### src/rtl/vcpu32_pkg.sv
// Shared vcpu32 pipeline types: fetch FSM states, trap codes, segment width.
package vcpu32_pkg;

    localparam int SEG_BITS = 16;

    typedef enum logic [1:0] {
        IDLE    = 2'd0,
        FETCH   = 2'd1,
        DISCARD = 2'd2,
        HOLD    = 2'd3
    } fetch_state_e;

    localparam logic [1:0] TRAP_NONE    = 2'd0;
    localparam logic [1:0] TRAP_IALIGN  = 2'd1;
    localparam logic [1:0] TRAP_IACCESS = 2'd2;

endpackage

### src/rtl/instr_fetch_stage.sv
// Instruction fetch: takes a pstate pair, runs one I-cache request,
// hands the word (or a trap) to decode under valid/ready.
module instr_fetch_stage
    import vcpu32_pkg::*;
#(
    parameter int WORD_LENGTH = 32
) (
    input  logic                   clk,
    input  logic                   rst,
    input  logic [WORD_LENGTH-1:0] inPstate0,
    input  logic [WORD_LENGTH-1:0] inPstate1,
    input  logic                   inValid,
    output logic                   outReady,
    input  logic                   flush,
    output logic                   icReq,
    output logic [SEG_BITS-1:0]    icSeg,
    output logic [WORD_LENGTH-1:0] icOfs,
    input  logic                   icAck,
    input  logic [WORD_LENGTH-1:0] icData,
    input  logic                   icErr,
    output logic                   outValid,
    input  logic                   inDecReady,
    output logic [WORD_LENGTH-1:0] outInstr,
    output logic [WORD_LENGTH-1:0] outPstate0,
    output logic [WORD_LENGTH-1:0] outPstate1,
    output logic [1:0]             outTrap
);

    fetch_state_e           state_q, state_d;
    logic [WORD_LENGTH-1:0] p0_q, p0_d;
    logic [WORD_LENGTH-1:0] p1_q, p1_d;
    logic [WORD_LENGTH-1:0] instr_q, instr_d;
    logic [1:0]             trap_q, trap_d;
    logic                   req_q, req_d;
    logic                   accept;

    always_ff @(posedge clk or posedge rst) begin
        if (rst) begin
            state_q <= IDLE;
            p0_q    <= '0;
            p1_q    <= '0;
            instr_q <= '0;
            trap_q  <= TRAP_NONE;
            req_q   <= 1'b0;
        end else begin
            state_q <= state_d;
            p0_q    <= p0_d;
            p1_q    <= p1_d;
            instr_q <= instr_d;
            trap_q  <= trap_d;
            req_q   <= req_d;
        end
    end

    always_comb begin
        state_d = state_q;
        p0_d    = p0_q;
        p1_d    = p1_q;
        instr_d = instr_q;
        trap_d  = trap_q;
        accept  = 1'b0;

        unique case (state_q)
            IDLE: accept = inValid & ~flush;
            FETCH: begin
                if (icAck && !flush) begin
                    instr_d = icErr ? '0 : icData;
                    trap_d  = icErr ? TRAP_IACCESS : TRAP_NONE;
                    state_d = HOLD;
                end else if (icAck) begin
                    state_d = IDLE;
                end else if (flush) begin
                    state_d = DISCARD;
                end
            end
            DISCARD: if (icAck) state_d = IDLE;
            HOLD: begin
                if (flush) begin
                    state_d = IDLE;
                end else if (inDecReady) begin
                    state_d = IDLE;
                    accept  = inValid;
                end
            end
            default: state_d = IDLE;
        endcase

        // Misaligned offsets never reach the cache; trap is reported directly.
        if (accept) begin
            p0_d    = inPstate0;
            p1_d    = inPstate1;
            instr_d = '0;
            if (inPstate1[1:0] != 2'b00) begin
                trap_d  = TRAP_IALIGN;
                state_d = HOLD;
            end else begin
                trap_d  = TRAP_NONE;
                state_d = FETCH;
            end
        end

        req_d = (state_d == FETCH) || (state_d == DISCARD);
    end

    assign outReady = ~rst & ((state_q == IDLE) |
                      ((state_q == HOLD) & inDecReady & ~flush));
    assign outValid = (state_q == HOLD) & ~flush;

    assign icReq      = req_q;
    assign icSeg      = p0_q[SEG_BITS-1:0];
    assign icOfs      = p1_q;
    assign outInstr   = instr_q;
    assign outPstate0 = p0_q;
    assign outPstate1 = p1_q;
    assign outTrap    = trap_q;

endmodule

### config.mk
export PLATFORM = sky130hd
export DESIGN_NAME = instr_fetch_stage
export DESIGN_NICKNAME = d
export VERILOG_FILES = /design/src/rtl/vcpu32_pkg.sv /design/src/rtl/instr_fetch_stage.sv
export SDC_FILE = /design/constraint.sdc
export NUM_CORES = 1
export LEC_CHECK = 0
export ABC_AREA = 1
export BUFFER_PORTS_ARGS = -buffer_cell sky130_fd_sc_hd__buf_2
export CAP_MARGIN = 5
export CORE_MARGIN = 1.5
export CORE_UTILIZATION = 40
export CTS_CLUSTER_SIZE = 14
export DETAILED_ROUTE_END_ITERATION = 10
export PLACE_DENSITY = 0.78
export RECOVER_POWER = 25
export SLEW_MARGIN = 0
export SYNTH_ARGS = -nofsm -noshare
export SYNTH_HDL_FRONTEND = slang
export SYNTH_SLANG_ARGS = --single-unit
### constraint.sdc
create_clock -name clk -period 3.15 [get_ports clk]
set_clock_uncertainty 0.1 [all_clocks]
set_input_delay 0.4725 -clock clk [delete_from_list [all_inputs] [get_ports clk]]
set_output_delay 0.4725 -clock clk [all_outputs]
set_load 0.02 [all_outputs]
==> results of run 1 <==
-- cell usage after synthesis (all sizes together) --
| cell type | count |
|---|---|
| a21oi | 2 |
| buf | 68 |
| clkbuf | 4 |
| dfrtp | 101 |
| ha | 6 |
| inv | 80 |
| nand2 | 278 |
| nand3 | 7 |
| nor2 | 5 |
| o211ai | 1 |
| o21ai | 33 |
| or2 | 1 |
-- registers in the layout, indices dropped and copies added (netlist names) --
name,cells
outTrap,2
outInstr,32
icOfs,32
state_q,2
icReq,1
outPstate0,32
-- cells in the final DEF (no fill, tap or decap), types with 5 or more instances in the layout --
master	Yosys	layout
buf_2	16	250
clkbuf_16	0	9
dfrtp_1	101	101
ha_1	6	6
inv_1	76	75
nand2_1	278	278
nand3_1	6	5
nor2_1	5	5
o21ai_2	29	29
-- worst max-delay path, stage by stage (launching register included) --
cell and delay (ns):
dfrtp_1 0.44, inv_1 0.13, ha_1 0.29, nor2_1 0.17, nand3_4 0.31, inv_2 0.59
o21ai_0 0.28, nand3_1 0.15, nand2_1 0.06
-- area by class of cell --
class | count | area, um^2 | area share (%)
timing repair buffer | 257 | 1290 | 21.2
clock buffer | 10 | 229 | 3.76
inverter | 80 | 302 | 4.95
tap | 143 | 179 | 2.94
clock inverter | 5 | 60.1 | 0.986
sequential | 101 | 2530 | 41.5
multi-input combinational | 333 | 1500 | 24.6
-- kinds of logic (layout without fill, tap and decap cells) --
kind of cell / count (synthesis) / in the layout / share of synthesized area (%)
buffers and inverters: 152 / 352 / 16.6
adders and majority gates: 6 / 6 / 1.56
AOI/OAI and AO/OA: 36 / 36 / 6.06
and+or+nand+nor: 291 / 291 / 23.3
DFF: 101 / 101 / 52.5
-- routing by layer --
metal | vias to the layer above | routed length [um] | global-route usage (%)
met4 | 0 | 187 | 7.34
li1 | 2057 | - | -
met3 | 14 | 781 | 3.51
met1 | 1818 | 4990 | 24.6
met5 | - | 0 | 0
met2 | 177 | 5680 | 30.4
-- worst min path at each step --
stage                          end  slack, ns  cells after the start
floorplan                 icOfs[0]       0.48                      2
global placement    outPstate0[24]       0.36                      2
detailed placement  outPstate0[24]       0.36                      2
CTS                     state_q[0]       0.21                      2
global route         outPstate0[1]       0.22                      3
finish                   icOfs[26]       0.23                      3
-- power breakdown --
part	switching, W	total, W	internal [W]
clock	0.000464	0.00108	0.000615
sequential	0.000358	0.00219	0.00183
combinational	0.00200	0.00297	0.000971
-- stage by stage --
| step | cell area [um^2] | setup WS (ns) | cells | utilization [%] | hold WS, ns |
|---|---|---|---|---|---|
| finish | 6090 | 0.515 | 929 | 52.6 | 0.225 |
| global route | 6090 | 0.183 | 929 | 52.6 | 0.217 |
| CTS | 6110 | 0.445 | 929 | 52.8 | 0.210 |
| detailed placement | 5820 | 0.448 | 914 | 50.3 | 0.360 |
| global placement | 5820 | 0.516 | 914 | 50.3 | 0.358 |
| floorplan | 4810 | 1.37 | 586 | - | 0.482 |
==> metrics.md, run 1 <==
| Metric | Value |
|---|---|
| Worst-Margin Slew | between 1.5 and 2 ns |
| Row cnt | 39 |
| Period minus WS final | 2.63 ns |
| Setup bufs post-CTS | 0 |
| Max Slew Vio Count | 37 |
| Area growth, synth to finish | 26.6% |
| Share of post-route cells with drive strength above 1 | 38.9% |
| Die area | 12700 um^2 |
| Crit path launch | state_q[1] |
| ANT cells | 0 |
| Worst Reg-to-Reg Cells | 8 |
| Gpl congestion | 0.839 |
| Ys Warns | 0 |
| Data arrival time of the worst path | 2.75 ns |
| Dpl hpwl | 8480 um |
| Total GRT Usage | 18.6% |
| Hold_sp | inPstate1[26] |
| FF+latch count, synth | 101 |
| Largest net degree at the start of global routing | 52 |
| WL final | 11600 um |
| TritonRoute pass-1 iters | 4 |
| Post-synth net total | 695 |
| Cell area after synthesis | 4810 um^2 |
| Vias/cell | 4.38 |
| Leak | 3.98 nW |
| Worst endpoint required time | approximately 3.3 ns |
| Mapped Avg Cell Area | 8.21 um^2 |
| Cts bufs inserted | 9 |
| Synth area leader | dfrtp_1 |
| Antenna Nets Post-Route | 0 |
| Vias | 4066 |
| Core Box Area | 11600 um^2 |
| Peak VDD IR | 0.581 mV |
| Initial Util | 41.6% |
| RSZ-0062 raised after global routing | no |
| Worst r2r src | state_q[1] |
| Fillers | 1104 |
| Area contributors post-synth | dfrtp_1 (53%), nand2_1 (22%), buf_4 (7.6%) |
| Buffers on Ports | approximately 250 |
| Hold_buf cts | 0 |
| Post-route DRC | 0 |
| Crit start category | register |
| Vias in the first global route | 3859 |
| IO Count | about 250 |
| Relative slew margins | -5.24% |
| Failing checks | capacitance limit, slew limit |
| TritonCTS clock tree | done |
| Distinct cells, synth | 18 |
| Root Buffer | clkbuf_16 |
| Worst Setup EP | icReq |
| Critical Path Sink Type | register |
| Fin. Hold Viols | 0 |
| Sequential-to-total area share from yosys stat | 52.5% |
| Synthesized instance count | 586 |
| Setup_tns | 0 ns |
| Num Clock Sinks | 101 |
| Synth top area share | between 50% and 60% |
| Gates resized, CTS repair | 0 |
| Clock Tree Buf Depth | 2 |
| Iter 0 DRT Violations | roughly 250 |
| Crit share post-route | 83.6% |
| Crit-path max FO | 40 |
| Global route overflow | 0 |
| Final setup viols | 0 |
| Initial antenna violation count | 0 |
| Max-capacitance violation count | 1 |
| Post-DR wirelength/cell | 12.5 um |
| Worst-Skew Late Latency | roughly 0.33 ns |
| Outcome | finished with violations |
| Crit Path Class | reg2reg |
| FMAX | 380 MHz |
| DIE WIDTH | 113 um |
| Die H | 113 um |
| Worst hold path type | in2reg |
| PD cells | 1020 nW/um^2 |
| Clock transition at path regs | 0.07 ns |
| FF-to-FF setup slack | ~0.52 ns |
| First-pass GRT wire length | 18800 um |
| Total power | 0.00624 W |
| Nets | 891 |
| RR Endpoint | icReq |
| CTS H-tree lvls | 3 |
No activity file was read; power rests on OpenSTA's default activity.
==> run 2, diff against run 1 <==
Settings changed: PLACE_DENSITY 0.78 to 0.75.
Clock period 3.15 ns to 2.5 ns, I/O delays scaled along.
==> run 2 against run 1 <==
The run now ends clean. Critical path depth down 4. Final area about the same. Total power up 26%. Count of clock-buffer cells in the layout down 1. Sequential cell count unchanged. Routed wire length down 3.6%. Register-to-register slack better by 0.08 ns. Combinational power up 23%.
==> metrics.md, run 2 (synthesis gave the netlist of run 1 again) <==
| Metric | Value |
|---|---|
| ANT cells | 0 (unchanged) |
| Row cnt | 39 (unchanged) |
| Sw Ratio | 44.7% (was 45.3%) |
| Sw power | 0.00351 W (was 0.00282 W) |
| Wire length on met2 | 5160 um (was 5680 um) |
| DIE WIDTH | 113 um (unchanged) |
| Total GRT Usage | 17.9% (was 18.6%) |
| Dpl hpwl | 8140 um (was 8480 um) |
| Vias | 3996 (was 4066) |
| Iter 0 DRT Violations | 252 (was 249) |
| Vias in the first global route | 3752 (was 3859) |
| Initial Util | 41.6% (unchanged) |
| Cts bufs inserted | 9 (unchanged) |
| Worst hold path type | in2reg (unchanged) |
| IO Count | 252 (unchanged) |
| Die area | 12700 um^2 (unchanged) |
| Final setup viols | 0 (unchanged) |
| Crit-path cells | dlygate4sd3_1, clkbuf_1, clkinvlp_2, clkbuf_4 (was inv_1, ha_1, nor2_1, nand3_4, inv_2, o21ai_0, nand3_1, nand2_1) |
| Root Buffer | clkbuf_16 (unchanged) |
| Period minus WS final | 1.95 ns |
| Setup bufs post-CTS | 0 (unchanged) |
| Worst-Skew Late Latency | 0.33 ns (about the same) |
| Relative slew margins | 50.3% (was -5.24%) |
| Crit Path Class | in2async (was reg2reg) |
| Max Slew Vio Count | 0 (was 37) |
| Clock Tree Buf Depth | 2 (unchanged) |
| Clock transition at path regs | 0.07 ns (about the same) |
| Critical Path Sink Type | asynchronous set/reset pin (was register) |
| Critical Path Slowest Stage Cell | clkbuf_4 (was inv_2) |
| Setup_tns | 0 ns (unchanged) |
| Peak VDD IR | 0.659 mV (was 0.581 mV) |
| RSZ-0062 raised after global routing | no (unchanged) |
| Initial antenna violation count | 0 (unchanged) |
| TritonRoute pass-1 iters | 4 (unchanged) |
| Share of post-route cells with drive strength above 1 | 33.9% (was 38.9%) |
| Crit-path max FO | 55 (was 40) |
| Max-capacitance violation count | 0 (was 1) |
| Most frequent cells in the layout | nand2_1 (278), buf_2 (209), dfrtp_1 (101) (was nand2_1 (278), buf_2 (250), dfrtp_1 (101)) |
| Uppermost layer routed | met4 (unchanged) |
| Comb pwr share | 46.6% (was 47.7%) |
| Largest net degree at the start of global routing | 58 (was 52) |
| PD cells | 1290 nW/um^2 (was 1020 nW/um^2) |
| First-pass GRT wire length | 18100 um (was 18800 um) |
| Place WS | 0.614 ns (was 0.448 ns) |
| Num Clock Sinks | 101 (unchanged) |
| Core Box Area | 11600 um^2 (unchanged) |
| Buffers on Ports | 251 (unchanged) |
| Crit share post-route | 77.9% |
| Gpl congestion | 0.774 (was 0.839) |
| Data arrival time of the worst path | 2.23 ns (was 2.75 ns) |
| Outcome | completed (was finished with violations) |
| Post-DR wirelength/cell | 12.1 um (was 12.5 um) |
| Die H | 113 um (unchanged) |
| Seq pwr share | 35.1% (was 35.0%) |
| Post-route DRC | 0 (unchanged) |
| TritonCTS clock tree | done (unchanged) |
| Fin. Hold Viols | 0 (unchanged) |
| Slowest stage delay, CP | 0.74 ns (was 0.59 ns) |
| WL final | 11200 um (was 11600 um) |
| Crit start category | input pin (was register) |
| Antenna Nets Post-Route | 0 (unchanged) |
| Global route overflow | 0 (unchanged) |
| Leak | 3.85 nW (was 3.98 nW) |
| Vias/cell | 4.30 (was 4.38) |
| Nets | 893 (was 891) |
| Metal3 WL | 832 um (was 781 um) |
| Area growth, synth to finish | 26.6% (about the same) |
| PnR worst setup slack | 0.552 ns (was 0.515 ns) |
| CTS H-tree lvls | 3 (unchanged) |
| Worst endpoint required time | 2.78 ns (was 3.27 ns) |
| Clk network pwr share | 18.3% (was 17.3%) |
| Most common cell after layout, fill and taps aside | nand2_1 (unchanged) |
| FMAX | 513 MHz |
| Int Power | 0.00433 W (was 0.00341 W) |
| M1 WL | 4980 um (was 4990 um) |
| Worst-Margin Slew | 0.746 ns (was 1.57 ns) |
-- run 2: changes by cell type in the layout (fill, tap and decap cells not counted), sizes merged --
| cell | change |
|---|---|
| dlygate4sd3 | +1 |
| buf | -39 |
| inv | -1 |
| clkbuf | +39 |
| bufinv | +1 |
-- run 2: cell type report --
cell class | instances | area [um^2]
clock buffers | 9 | 225
clock inverters | 5 | 77.6
fillers | 1148 | 5480
inverters | 80 | 302
multi-input cells | 333 | 1500
flip-flops and latches | 101 | 2530
well taps | 143 | 179
repair buffers | 259 | 1280
-- run 2: what timing repair did --
action | CTS | global route
hold buffers | 1 | 0
gates resized for setup | 0 | 0
endpoints found under the hold margin | 12 | 0
setup endpoints to repair | 0 | 0
-- run 2: worst max-delay path, delay by kind of cell --
kind | cells | cell delay, ns
buffers and inverters | 4 | 1.81
-- run 2: per-layer routing --
layer  global-route usage, %  vias to the layer above
met5                       0                        -
met4                    7.93                        0
met3                    3.73                       17
met2                    29.1                      174
met1                    23.1                     1746
li1                        -                     2059
-- run 2: path summary, 6_finish.rpt --
path	slack (ns)	cells after the start	start	end
worst max-delay path	0.55	4	rst	outPstate0[5]
worst min-delay path	0.13	3	inPstate1[25]	icOfs[25]
worst max register to register	0.60	7	state_q[1]	outInstr[7]
worst min register to register	0.38	2	outPstate0[29]	outPstate0[29]
max in group clk	0.59	5	state_q[1]	outReady
min in group asynchronous	0.57	3	rst	outTrap[0]
-- run 2: metrics by stage --
stage | power, W | cells | util, % | hold WS, ns | area, um^2
final | 0.00784 | 930 | 52.6 | 0.127 | 6090
after CTS | 0.00799 | 930 | 53.2 | 0.114 | 6150
after floorplan | 0.00562 | 586 | - | 0.385 | 4810
after global routing | 0.00839 | 930 | 52.6 | 0.119 | 6090
after detailed placement | 0.00653 | 915 | 50.5 | 0.295 | 5840
after global placement | 0.00646 | 915 | 50.5 | 0.282 | 5840
-- run 2: power groups by stage --
stage | logic, W | registers, W | clock network [W]
CTS | 0.00377 | 0.00275 | 0.00148
global placement | 0.00370 | 0.00276 | 0
global route | 0.00399 | 0.00284 | 0.00156
floorplan | 0.00209 | 0.00353 | 0
finish | 0.00365 | 0.00275 | 0.00144
detailed placement | 0.00377 | 0.00275 | 0
==> run 3, diff against run 2 <==
Settings changed: ABC_AREA 1 to 0, PLACE_DENSITY 0.75 to 0.76.
Clock period 2.5 ns to 1.9 ns, I/O delays scaled along.
==> run 3 against run 2 <==
First-iteration DRC count fell by 27%. Largest power group unchanged. Non-clock buffer count rose by 27. Critical endpoint is now icOfs[0]. Cell count fell by 20%. Sequential share of layout area fell by 3.8 points. The run now ends with setup timing left. Final area rose by 10%. Worst hold slack got worse by 0.066 ns.
==> metrics.md, run 3 <==
| Metric | Value |
|---|---|
| Global route overflow | 0 (unchanged) |
| Main synth FF type | dfrtp_1 (unchanged) |
| Buffers on Ports | 251 (unchanged) |
| Area growth, synth to finish | 41.3% (was 26.6%) |
| CP bufs+invs | 4 (unchanged) |
| Synthesized instance count | 373 (was 586) |
| Total power | 0.0121 W (was 0.00784 W) |
| TritonCTS clock tree | done (unchanged) |
| Largest net degree at the start of global routing | 102 (was 58) |
| Crit start category | register (was input pin) |
| Mapped Avg Cell Area | 12.7 um^2 (was 8.21 um^2) |
| PD cells | 1800 nW/um^2 (was 1290 nW/um^2) |
| FMAX | 501 MHz |
| Fin. Hold Viols | 0 (unchanged) |
| Compound-Gate Fraction of Synth Area | 5.12% (was 6.06%) |
| Relative slew margins | 11.1% (was 50.3%) |
| Area contributors post-synth | dfrtp_1 (53%), mux2_4 (16%), buf_4 (8.2%) (was dfrtp_1 (53%), nand2_1 (22%), buf_4 (7.6%)) |
| Cell area after synthesis | 4740 um^2 (was 4810 um^2) |
| EDFF count, synth | 0 (unchanged) |
| Period minus WS final | 1.99 ns |
| FF+latch count, synth | 101 (unchanged) |
| Worst-Skew Late Latency | 0.34 ns (was 0.33 ns) |
| Cts bufs inserted | 9 (unchanged) |
| Dpl hpwl | 7450 um (was 8140 um) |
| Synth top area share | 53.3% (was 52.5%) |
| Post-synth net total | 482 (was 695) |
| Die H | 112 um (was 113 um) |
| Root Buffer | clkbuf_16 (unchanged) |
| WL final | 11800 um (was 11200 um) |
| Wire length on met2 | 5970 um (was 5160 um) |
| Metal3 WL | 760 um (was 832 um) |
| FF+latch area | 2530 um^2 (unchanged) |
| Share of post-route cells with drive strength above 1 | 62.3% (was 33.9%) |
| Synth area leader | dfrtp_1 (unchanged) |
| TritonRoute pass-1 iters | 4 (unchanged) |
| Critical Path Slowest Stage Cell | dfrtp_1 (was clkbuf_4) |
| Post-route DRC | 0 (unchanged) |
| Num Clock Sinks | 101 (unchanged) |
| Asr flop ratio synth | 100% (unchanged) |
| First-pass GRT wire length | 16900 um (was 18100 um) |
| Ys Warns | 0 (unchanged) |
| Post-synthesis mux area share | 19.4% (was 0%) |
| Clock Tree Buf Depth | 2 (unchanged) |
| ANT cells | 0 (unchanged) |
| Worst-Margin Slew | 1.33 ns (was 0.746 ns) |
| Vias | 3537 (was 3996) |
| Vias in the first global route | 3378 (was 3752) |
| CTS H-tree lvls | 3 (unchanged) |
| Area of the multi-input gates | 1800 um^2 (was 1500 um^2) |
| Hold_buf cts | 0 (was 1) |
| Most instantiated library cell after synthesis | dfrtp_1 (was nand2_1) |
| Uppermost layer routed | met4 (unchanged) |
| Most common cell after layout, fill and taps aside | buf_2 (was nand2_1) |
| Gpl congestion | 0.742 (was 0.774) |
| Critical path's top delay family | buffers and inverters (unchanged) |
| Sequential-to-total area share from yosys stat | 53.3% (was 52.5%) |
| Synth cell count leaders | dfrtp_1 (101), buf_4 (52), mux2_4 (50) (was nand2_1 (278), dfrtp_1 (101), inv_1 (76)) |
| Crit share post-route | 105% |
| Iter 0 DRT Violations | 185 (was 252) |
| Max Slew Vio Count | 0 (unchanged) |
| Main combinational cell family by area after synthesis | multiplexers (was simple AND/OR/NAND/NOR gates) |
| Final setup viols | 60 (was 0) |
| Initial Util | 41.3% (was 41.6%) |
| FF-to-FF setup slack | -0.09 ns (was 0.60 ns) |
| Peak VDD IR | 1.03 mV (was 0.659 mV) |
| Simple-Gate Fraction of Synth Area | 9.45% (was 23.3%) |
| Outcome | finished with violations (was completed) |
| Total GRT Usage | 16.9% (was 17.9%) |
| Distinct cells, synth | 26 (was 18) |
| Row cnt | 39 (unchanged) |
| Worst hold path type | in2reg (unchanged) |
| Vias/cell | 4.73 (was 4.30) |
| DIE WIDTH | 112 um (was 113 um) |
| Adder-Cell Fraction of Synth Area | 1.58% (was 1.56%) |
| Post-DR wirelength/cell | 15.7 um (was 12.1 um) |
| Antenna Nets Post-Route | 0 (unchanged) |
| Max-capacitance violation count | 0 (unchanged) |
| Nets | 709 (was 893) |
| Failing checks | setup timing |
| Most common cell on crit path | buf_12 |
| PnR worst setup slack | -0.0940 ns (was 0.552 ns) |
| Crit-path max FO | 5 (was 55) |
| Leak | 3.52 nW (was 3.85 nW) |
| RSZ-0062 raised after global routing | yes (was no) |
| IO Count | 252 (unchanged) |
| Die area | 12500 um^2 (was 12700 um^2) |
| Critical Path Sink Type | register (was asynchronous set/reset pin) |
| Xor and xnor area share after synthesis | 0% (unchanged) |
| Crit Path Class | reg2reg (was in2async) |
| Core Box Area | 11500 um^2 (was 11600 um^2) |
| Slowest stage delay, CP | 0.40 ns (was 0.74 ns) |
| Setup_tns | -3.62 ns (was 0 ns) |
| Initial antenna violation count | 0 (unchanged) |
| WHS | 0.0619 ns (was 0.127 ns) |
| Worst endpoint required time | 2.03 ns (was 2.78 ns) |
| M1 WL | 4860 um (was 4980 um) |
| Data arrival time of the worst path | 2.12 ns (was 2.23 ns) |
| Clock transition at path regs | 0.07 ns (about the same) |
| Most frequent cells in the layout | buf_2 (250), dfrtp_1 (101), mux2_4 (62) (was nand2_1 (278), buf_2 (209), dfrtp_1 (101)) |
| Fillers | 915 (was 1148) |
| Crit-path cells | buf_4, ha_2, a21oi_4, nor2_4, buf_12, buf_12, buf_16, mux2_4 (was dlygate4sd3_1, clkbuf_1, clkinvlp_2, clkbuf_4) |
## run 3: changes by cell type in the layout (fill, tap and decap cells not counted), moves of 6 or more
cell | before | now
clkbuf_1 | 42 | 2
mux2_4 | 0 | 62
nor3b_1 | 0 | 33
clkbuf_16 | 9 | 17
buf_4 | 5 | 11
nor2_1 | 5 | 37
o21ai_2 | 29 | 0
nand2_1 | 278 | 2
inv_1 | 75 | 2
a21oi_1 | 2 | 35
buf_2 | 209 | 250
## run 3: worst reg2reg max path, stage by stage, from the launching register on
cell and delay, ns:
dfrtp_1 0.40, buf_4 0.16, ha_2 0.23, a21oi_4 0.20, nor2_4 0.09, buf_12 0.14
buf_12 0.12, buf_16 0.13, mux2_4 0.29
## run 3: logic make-up after synthesis
| family | after synthesis |
|---|---|
| DFF | 101 |
| and+or+nand+nor | 80 |
| adders and majority gates | 6 |
| muxes | 65 |
| buffers and inverters | 75 |
| AOI/OAI and AO/OA | 46 |
## run 3: final cells by class
cell class / count / share of cell area (%)
tap: 143 / 2.67
inverter: 5 / 0.336
timing repair buffer: 286 / 27.6
clock inverter: 5 / 1.21
multi-input combinational: 197 / 26.8
clock buffer: 11 / 3.62
sequential: 101 / 37.7
## run 3: stage by stage
| stage | area, um^2 | instances | setup WS [ns] | util [%] |
|---|---|---|---|---|
| 6_report | 6700 | 748 | -0.0940 | 58.4 |
| 5_1_grt | 6700 | 748 | -0.142 | 58.4 |
| 4_1_cts | 6340 | 734 | -0.0721 | 55.3 |
| 3_5_place_dp | 5810 | 709 | -0.0994 | 50.7 |
| 3_3_place_gp | 5810 | 709 | -0.0194 | 50.7 |
| 2_1_floorplan | 4740 | 373 | 0.0224 | - |
## run 3: routing by layer
layer  vias up  GRT usage (%)
li1       1680              -
met1      1691           21.3
met2       150           28.5
met3        16           3.21
met4         0           7.51
met5         -              0
## run 3: path summary, 6_finish.rpt
path / from / endpoint / cells after the start
worst min-delay path: inPstate0[14] / outPstate0[14] / 2
worst max-delay path: state_q[0] / icOfs[0] / 8
worst max register to register: state_q[0] / icOfs[0] / 8
worst min register to register: outInstr[1] / outInstr[1] / 2
max in group asynchronous: rst / outPstate0[2] / 3
min in group asynchronous: rst / outInstr[8] / 3
## run 3: what timing repair did
action                                  4_1_cts  5_1_grt
gates cloned                                  3       10
buffers inserted                              6        4
resized for setup                            12       28
endpoints found under the setup margin       73       87
pin swaps                                     3        4
## run 3: power by group
part	internal [W]	switching [W]	total, W	leakage, nW
Sequential	0.00313	0.000651	0.00378	1.27
Clock	0.00119	0.000777	0.00197	0.156
Combinational	0.00290	0.00345	0.00634	2.09
Total	0.00721	0.00488	0.0121	3.52
